[config.mk]
export PLATFORM = sky130hd
export DESIGN_NAME = scramble_sequencer_flat
export DESIGN_NICKNAME = d
export VERILOG_FILES = /design/src/rtl/scramble_sequencer_if.sv /design/src/rtl/scramble_sequencer.sv /design/src/flat_wrapper.sv
export SDC_FILE = /design/constraint.sdc
export NUM_CORES = 1
export LEC_CHECK = 0
export ABC_AREA = 1
export BUFFER_PORTS_ARGS = -buffer_cell sky130_fd_sc_hd__buf_2
export CAP_MARGIN = 10
export CORE_ASPECT_RATIO = 0.75
export CORE_MARGIN = 1.5
export CORE_UTILIZATION = 40
export CTS_CLUSTER_DIAMETER = 40
export DETAILED_ROUTE_END_ITERATION = 10
export PLACE_DENSITY = 0.6
export SYNTH_ARGS = -nofsm -noshare
export SYNTH_HDL_FRONTEND = slang
export SYNTH_SLANG_ARGS = --single-unit
[constraint.sdc]
create_clock -name clk -period 2.2 [get_ports clk]
set_input_delay 0.11 -clock clk [delete_from_list [all_inputs] [get_ports clk]]
set_output_delay 0.11 -clock clk [all_outputs]
set_load 0.05 [all_outputs]
[src/rtl/scramble_sequencer_if.sv]
// -----------------------------------------------------------------------------
// scramble_sequencer_if
// Bundles the player-side inputs and the cell-array drive outputs of the
// scramble sequencer.
//   master : the sequencer (consumes player inputs, drives the cell stream)
//   slave  : the environment (drives player inputs, observes the cell stream)
// Signals:
//   start            one-cycle re-scramble request
//   user_fire        debounced, edge-detected fire pulse
//   user_row_column  one-hot row/column select from the switch checker
//   user_nRow        0 = row, 1 = column
//   user_error       more than one switch set
//   fire             one-cycle toggle strobe to the cells
//   row_column       one-hot select (registered)
//   x_nRow           0 = row, 1 = column (registered)
//   scramble_active  high while scrambling
//   done             one-cycle pulse when the scramble completes
//   moves_done       scramble moves issued in the current scramble
// -----------------------------------------------------------------------------
interface scramble_sequencer_if;
    logic       start;
    logic       user_fire;
    logic [3:0] user_row_column;
    logic       user_nRow;
    logic       user_error;
    logic       fire;
    logic [3:0] row_column;
    logic       x_nRow;
    logic       scramble_active;
    logic       done;
    logic [7:0] moves_done;

    modport master (
        input  start, user_fire, user_row_column, user_nRow, user_error,
        output fire, row_column, x_nRow, scramble_active, done, moves_done
    );

    modport slave (
        output start, user_fire, user_row_column, user_nRow, user_error,
        input  fire, row_column, x_nRow, scramble_active, done, moves_done
    );
endinterface

[src/rtl/scramble_sequencer.sv]
// -----------------------------------------------------------------------------
// scramble_sequencer
// Upstream stage of the 4x4 toggle grid. After reset, or on a start request
// while in play, it issues MOVES pseudo-random row/column toggles, one every
// TICK_DIV+1 cycles, then passes the player's debounced inputs through with
// one cycle of latency.
//
// Ports:
//   clk    system clock
//   reset  asynchronous, active-low reset
//   bus    scramble_sequencer_if.master (player inputs in, cell stream out)
//
// Parameters:
//   MOVES      scramble moves per scramble (0..255)
//   TICK_DIV   clk cycles between scramble moves (>= 2)
//   LFSR_SEED  LFSR reset value (0 is replaced by 16'h0001)
//
// Optional feature (macro SCRAMBLE_NOREPEAT_EN):
//   When defined, a decoded move equal to the previous scramble move is
//   rejected and retried on the next clk with the next LFSR value.
// -----------------------------------------------------------------------------
module scramble_sequencer #(
    parameter int unsigned MOVES     = 16,
    parameter int unsigned TICK_DIV  = 1000000,
    parameter logic [15:0] LFSR_SEED = 16'hACE1
) (
    input  logic                 clk,
    input  logic                 reset,
    scramble_sequencer_if.master bus
);

    localparam int                TICK_W    = $clog2(TICK_DIV);
    localparam logic [TICK_W-1:0] TICK_LAST = TICK_W'(TICK_DIV - 1);
    localparam logic [7:0]        MOVES_MAX = 8'(MOVES);
    // An all-zero Galois LFSR would lock up, so a zero seed is remapped.
    localparam logic [15:0]       SEED      = (LFSR_SEED == 16'h0000) ? 16'h0001 : LFSR_SEED;
    localparam logic [15:0]       LFSR_MASK = 16'hB400;

    typedef enum logic [1:0] {
        SCR_WAIT,
        SCR_FIRE,
        FINISH,
        PLAY
    } state_t;

    state_t            r_state,        w_state_nxt;
    logic [TICK_W-1:0] r_tick,         w_tick_nxt;
    logic [15:0]       r_lfsr,         w_lfsr_nxt;
    logic              r_fire,         w_fire_nxt;
    logic [3:0]        r_row_column,   w_row_column_nxt;
    logic              r_x_nrow,       w_x_nrow_nxt;
    logic              r_active,       w_active_nxt;
    logic              r_done,         w_done_nxt;
    logic [7:0]        r_moves_done,   w_moves_done_nxt;

    logic [3:0]        w_move_rc;
    logic              w_move_xn;
    logic              w_expire;
    logic              w_repeat;

`ifdef SCRAMBLE_NOREPEAT_EN
    logic [3:0]        r_prev_rc,      w_prev_rc_nxt;
    logic              r_prev_xn,      w_prev_xn_nxt;
`endif

    // Galois step; the LFSR free-runs in every state.
    assign w_lfsr_nxt = r_lfsr[0] ? ((r_lfsr >> 1) ^ LFSR_MASK) : (r_lfsr >> 1);

    // Move decode: bits [1:0] pick the line, bit [2] picks row or column.
    assign w_move_rc = 4'b0001 << r_lfsr[1:0];
    assign w_move_xn = r_lfsr[2];
    assign w_expire  = (r_tick == TICK_LAST);

`ifdef SCRAMBLE_NOREPEAT_EN
    // The cleared previous-move register (0000) never equals a one-hot move,
    // so the first move of a scramble is always accepted.
    assign w_repeat = (w_move_rc == r_prev_rc) && (w_move_xn == r_prev_xn);
`else
    assign w_repeat = 1'b0;
`endif

    // NOTE: sequential state is updated with non-blocking assignments so every
    // register samples the values from before the edge, independent of order.
    always_ff @(posedge clk or negedge reset) begin
        if (!reset) begin
            r_state      <= SCR_WAIT;
            r_tick       <= '0;
            r_lfsr       <= SEED;
            r_fire       <= 1'b0;
            r_row_column <= 4'b0000;
            r_x_nrow     <= 1'b0;
            r_active     <= 1'b1;
            r_done       <= 1'b0;
            r_moves_done <= 8'd0;
`ifdef SCRAMBLE_NOREPEAT_EN
            r_prev_rc    <= 4'b0000;
            r_prev_xn    <= 1'b0;
`endif
        end else begin
            r_state      <= w_state_nxt;
            r_tick       <= w_tick_nxt;
            r_lfsr       <= w_lfsr_nxt;
            r_fire       <= w_fire_nxt;
            r_row_column <= w_row_column_nxt;
            r_x_nrow     <= w_x_nrow_nxt;
            r_active     <= w_active_nxt;
            r_done       <= w_done_nxt;
            r_moves_done <= w_moves_done_nxt;
`ifdef SCRAMBLE_NOREPEAT_EN
            r_prev_rc    <= w_prev_rc_nxt;
            r_prev_xn    <= w_prev_xn_nxt;
`endif
        end
    end

    always_comb begin
        // NOTE: every output of this block gets a default first, so no path
        // leaves a signal unassigned and no latch is inferred.
        w_state_nxt      = r_state;
        w_tick_nxt       = r_tick;
        w_fire_nxt       = 1'b0;
        w_row_column_nxt = r_row_column;
        w_x_nrow_nxt     = r_x_nrow;
        w_active_nxt     = r_active;
        w_done_nxt       = 1'b0;
        w_moves_done_nxt = r_moves_done;
`ifdef SCRAMBLE_NOREPEAT_EN
        w_prev_rc_nxt    = r_prev_rc;
        w_prev_xn_nxt    = r_prev_xn;
`endif

        case (r_state)
            SCR_WAIT: begin
                if (!w_expire) begin
                    w_tick_nxt = r_tick + 1'b1;
                end else if (r_moves_done == MOVES_MAX) begin
                    // done is high while FINISH is the current state.
                    w_tick_nxt  = '0;
                    w_done_nxt  = 1'b1;
                    w_state_nxt = FINISH;
                end else if (!w_repeat) begin
                    // The move is latched one cycle ahead of fire so the
                    // select lines are settled before the strobe.
                    w_tick_nxt       = '0;
                    w_row_column_nxt = w_move_rc;
                    w_x_nrow_nxt     = w_move_xn;
`ifdef SCRAMBLE_NOREPEAT_EN
                    w_prev_rc_nxt    = w_move_rc;
                    w_prev_xn_nxt    = w_move_xn;
`endif
                    w_state_nxt      = SCR_FIRE;
                end
                // A rejected repeat leaves the tick parked at its last value,
                // so the next LFSR value is tried on the very next cycle.
            end

            SCR_FIRE: begin
                w_fire_nxt       = 1'b1;
                w_moves_done_nxt = r_moves_done + 8'd1;
                w_state_nxt      = SCR_WAIT;
            end

            FINISH: begin
                w_active_nxt     = 1'b0;
                w_row_column_nxt = 4'b0000;
                w_state_nxt      = PLAY;
            end

            PLAY: begin
                if (bus.start) begin
                    // start wins over a simultaneous user fire.
                    w_state_nxt      = SCR_WAIT;
                    w_active_nxt     = 1'b1;
                    w_moves_done_nxt = 8'd0;
                    w_tick_nxt       = '0;
                    w_row_column_nxt = 4'b0000;
                    w_x_nrow_nxt     = 1'b0;
`ifdef SCRAMBLE_NOREPEAT_EN
                    w_prev_rc_nxt    = 4'b0000;
                    w_prev_xn_nxt    = 1'b0;
`endif
                end else begin
                    w_fire_nxt       = bus.user_fire & ~bus.user_error;
                    w_row_column_nxt = bus.user_error ? 4'b0000 : bus.user_row_column;
                    w_x_nrow_nxt     = bus.user_nRow;
                end
            end

            default: begin
                w_state_nxt = SCR_WAIT;
            end
        endcase
    end

    assign bus.fire            = r_fire;
    assign bus.row_column      = r_row_column;
    assign bus.x_nRow          = r_x_nrow;
    assign bus.scramble_active = r_active;
    assign bus.done            = r_done;
    assign bus.moves_done      = r_moves_done;

endmodule

[src/flat_wrapper.sv]
// flat-port wrapper written by rule: the top's interface ports become plain ports
module scramble_sequencer_flat 
#(
    parameter int unsigned MOVES     = 16,
    parameter int unsigned TICK_DIV  = 1000000,
    parameter logic [15:0] LFSR_SEED = 16'hACE1
)
  (clk, reset, bus_start, bus_user_fire, bus_user_row_column, bus_user_nRow, bus_user_error, bus_fire, bus_row_column, bus_x_nRow, bus_scramble_active, bus_done, bus_moves_done);
  scramble_sequencer_if bus_i ();
  input  logic clk;
  input  logic reset;
  input wire logic [$bits(bus_i.start)-1:0] bus_start;
  input wire logic [$bits(bus_i.user_fire)-1:0] bus_user_fire;
  input wire logic [$bits(bus_i.user_row_column)-1:0] bus_user_row_column;
  input wire logic [$bits(bus_i.user_nRow)-1:0] bus_user_nRow;
  input wire logic [$bits(bus_i.user_error)-1:0] bus_user_error;
  output wire logic [$bits(bus_i.fire)-1:0] bus_fire;
  output wire logic [$bits(bus_i.row_column)-1:0] bus_row_column;
  output wire logic [$bits(bus_i.x_nRow)-1:0] bus_x_nRow;
  output wire logic [$bits(bus_i.scramble_active)-1:0] bus_scramble_active;
  output wire logic [$bits(bus_i.done)-1:0] bus_done;
  output wire logic [$bits(bus_i.moves_done)-1:0] bus_moves_done;
  assign bus_i.start = bus_start;
  assign bus_i.user_fire = bus_user_fire;
  assign bus_i.user_row_column = bus_user_row_column;
  assign bus_i.user_nRow = bus_user_nRow;
  assign bus_i.user_error = bus_user_error;
  assign bus_fire = bus_i.fire;
  assign bus_row_column = bus_i.row_column;
  assign bus_x_nRow = bus_i.x_nRow;
  assign bus_scramble_active = bus_i.scramble_active;
  assign bus_done = bus_i.done;
  assign bus_moves_done = bus_i.moves_done;
  scramble_sequencer #(.MOVES(MOVES), .TICK_DIV(TICK_DIV), .LFSR_SEED(LFSR_SEED)) u_core (.clk(clk), .reset(reset), .bus(bus_i));
endmodule
==> results.sh <==
export IMPL_p_leak_nw=1.61
export IMPL_synth_area_per_cell_um2=7.93
export IMPL_routedWlPerCell_um=12.8
export IMPL_clock_latency_ns=0.31
export IMPL_power_density_nw_per_um2=548
export IMPL_die_area_um2=7430
export IMPL_tns_ns=0
export IMPL_multi_input_area_um2=1190
export IMPL_synth_edf_count=0
export IMPL_cts_clk_slew_worst_paths_ns=0.10
export IMPL_finalInstanceArea_um2=3120
export IMPL_fin_skew_ns=0.00669
export IMPL_fmax_ghz=0.539
export IMPL_setup_violations_final=0
export IMPL_cts_root_buf="clkbuf_8"
export IMPL_regArea_um2=1360
export IMPL_finalCritPeriodShare_pct=84.3
export IMPL_pin_count=26
export IMPL_hold_viol=0
export IMPL_die_w_um=99.1
export IMPL_fin_nets=399
export IMPL_period_needed_ns=1.86
export IMPL_ant_nets=0
export IMPL_min_path_type="in -> reg"
export IMPL_cts_made_buffers=5
export IMPL_fp_dieH_um=75.0
export IMPL_grt_overflow=0
export IMPL_vdd_drop_max_v=0.000269
export IMPL_fillers=664
export IMPL_ys_ff_latch=54
export IMPL_vias=2323
export IMPL_drt_iter0_markers=154
export IMPL_port_buffers=25
export IMPL_cts_tree="done"
export IMPL_coreArea_um2=6770
export IMPL_seq_area_frac_synth_pct=49.2
export IMPL_start_kind="flop"
export IMPL_clockBufferDepth=2
export IMPL_syn_num_nets=366
export IMPL_netlist_cell_type_count=30
export IMPL_antenna_found_initial=0
export IMPL_first_global_vias=2031
export IMPL_antenna_cells_inserted=0
export IMPL_layout_common_cells="86 x nand2_1, 47 x inv_1, 47 x nor2_1"
export IMPL_totalWireLength_um=6000
export IMPL_area_growth_pct=12.8
export IMPL_core_rowCount=26
export IMPL_rsz0062_at_grt="false"
export IMPL_netlist_area_um2=2770
export IMPL_first_pass_iters=5
export IMPL_clkSinkCount=54
export IMPL_path_max_fanout=8
export IMPL_worst_pin_slew_ns=0.531
export IMPL_gp_congestion=0.870
export IMPL_hpwl_um=4590
export IMPL_crit_required_ns=2.45
export IMPL_start_util_pct=40.9
export IMPL_via_per_inst=4.97
export IMPL_drc=0
export IMPL_grt_usage_pct=17.2
export IMPL_worst_setup_path_type="reg -> reg"
export IMPL_ys_flop_type="dfrtp_1"
export IMPL_htreeDepth=2
export IMPL_async_flop_share_pct=100
export IMPL_drv_slew=0
export IMPL_grt_max_degree=26
export IMPL_maxCapViolCount=0
export IMPL_drive_gt1_share_pct=15.9
export IMPL_layout_cells_most_common="nand2_1"
export IMPL_crit_arrival_ns=2.10
export IMPL_slew_headroom_pct=64.6
export IMPL_ys_warn_count=0
export IMPL_endpoint_kind="flop"
export IMPL_synth_cells=349
export IMPL_grt_pass1_wl_um=10000
export IMPL_place_area_um2=3000
export IMPL_status="finished, final reports clean"
path summary, 6_finish.rpt:
path                                          startpoint                      endpoint  slack, ns  cells after the start
max in group asynchronous                          reset    u_core.r_lfsr[0]$_DFF_PN1_       1.18                      3
hold reg to reg               u_core.r_lfsr[4]$_DFF_PN0_    u_core.r_lfsr[3]$_DFF_PN0_       0.36                      0
setup reg to reg           u_core.r_state[0]$_DFFE_PN0P_  u_core.r_tick[9]$_DFFE_PN0P_       0.34                      9
setup / recovery           u_core.r_state[0]$_DFFE_PN0P_  u_core.r_tick[9]$_DFFE_PN0P_       0.34                      9
min in group asynchronous                          reset     u_core.bus.fire$_DFF_PN0_       0.31                      2
hold / removal                             bus_user_fire     u_core.bus.fire$_DFF_PN0_       0.04                      3
repair_timing:
action / CTS / global route
hold buffers: 1 / 0
gates resized for setup: 0 / 0
hold endpoints to repair: 15 / 0
buffers inserted: 0 / 0
layout make-up:
type	instances	area share, %
sequential	54	43.6
multi-input combinational	242	38.1
inverter	48	5.77
timing repair buffer	31	5.53
tap	84	3.37
clock buffer	5	2.20
clock inverter	3	1.40
synth_stat cells, types with 4 or more instances:
cell     count  area (µm²)
o22ai_1      4        25.0
dfrtp_1     45        1130
inv_1       47         176
nand4_1      7        43.8
nand3_1     35         175
ha_1         7        87.6
dfstp_2      9         236
xor2_1       7        61.3
o21ai_0     21         105
nor2_1      47         176
nand2_1     86         323
nor2_2       5        31.3
nor3_1       7        35.0
critical path, stage by stage (launching register included):
cell and delay [ns]:
dfrtp_1 0.41, inv_1 0.08, ha_1 0.34, inv_1 0.16, nand2_1 0.20, nor2_1 0.20, nand3b_1 0.14, o21ai_1 0.13
nand2_1 0.06, nor2_1 0.08
through the flow:
stage	setup WS (ns)	std cells	hold WS, ns	total power (W)	utilization, %
2_1_floorplan	0.478	349	-0.186	0.00101	-
3_3_place_gp	0.436	458	0.131	0.00105	44.3
3_5_place_dp	0.374	458	0.131	0.00105	44.3
4_1_cts	0.341	467	0.0314	0.00173	46.1
5_1_grt	0.148	467	0.0329	0.00177	46.1
6_report	0.345	467	0.0390	0.00171	46.1
registers in the layout, summed over array words and instances, names as in the netlist:
signal / count
u_core.bus.fire: 1
u_core.bus.x_nRow: 1
u_core.r_state: 2
u_core.bus.moves_done: 8
u_core.bus.done: 1
u_core.r_tick: 20
u_core.bus.row_column: 4
u_core.r_lfsr: 16
u_core.bus.scramble_active: 1
power by group:
group          internal, W  switching, W  total [W]
clock network     0.000342      0.000341   0.000683
logic            0.0000100     0.0000239  0.0000340
registers         0.000993             0   0.000993
total              0.00134      0.000365    0.00171
cells by family after synthesis:
kind of cell | count (synthesis) | synth area share [%]
and+or+nand+nor | 194 | 30.3
DFF | 54 | 49.2
buffers and inverters | 53 | 7.82
AOI/OAI and AO/OA | 33 | 6.96
xor gates and xnor gates | 8 | 2.53
adders and majority gates | 7 | 3.16
per-layer routing:
layer	up-vias	GRT usage (%)	wire length, µm
met3	8	3.06	357
met2	79	23.3	2360
met4	0	4.23	51
met5	-	0	0
met1	1066	27.7	3230
li1	1170	-	-
Power figures use the tool's default switching activity.
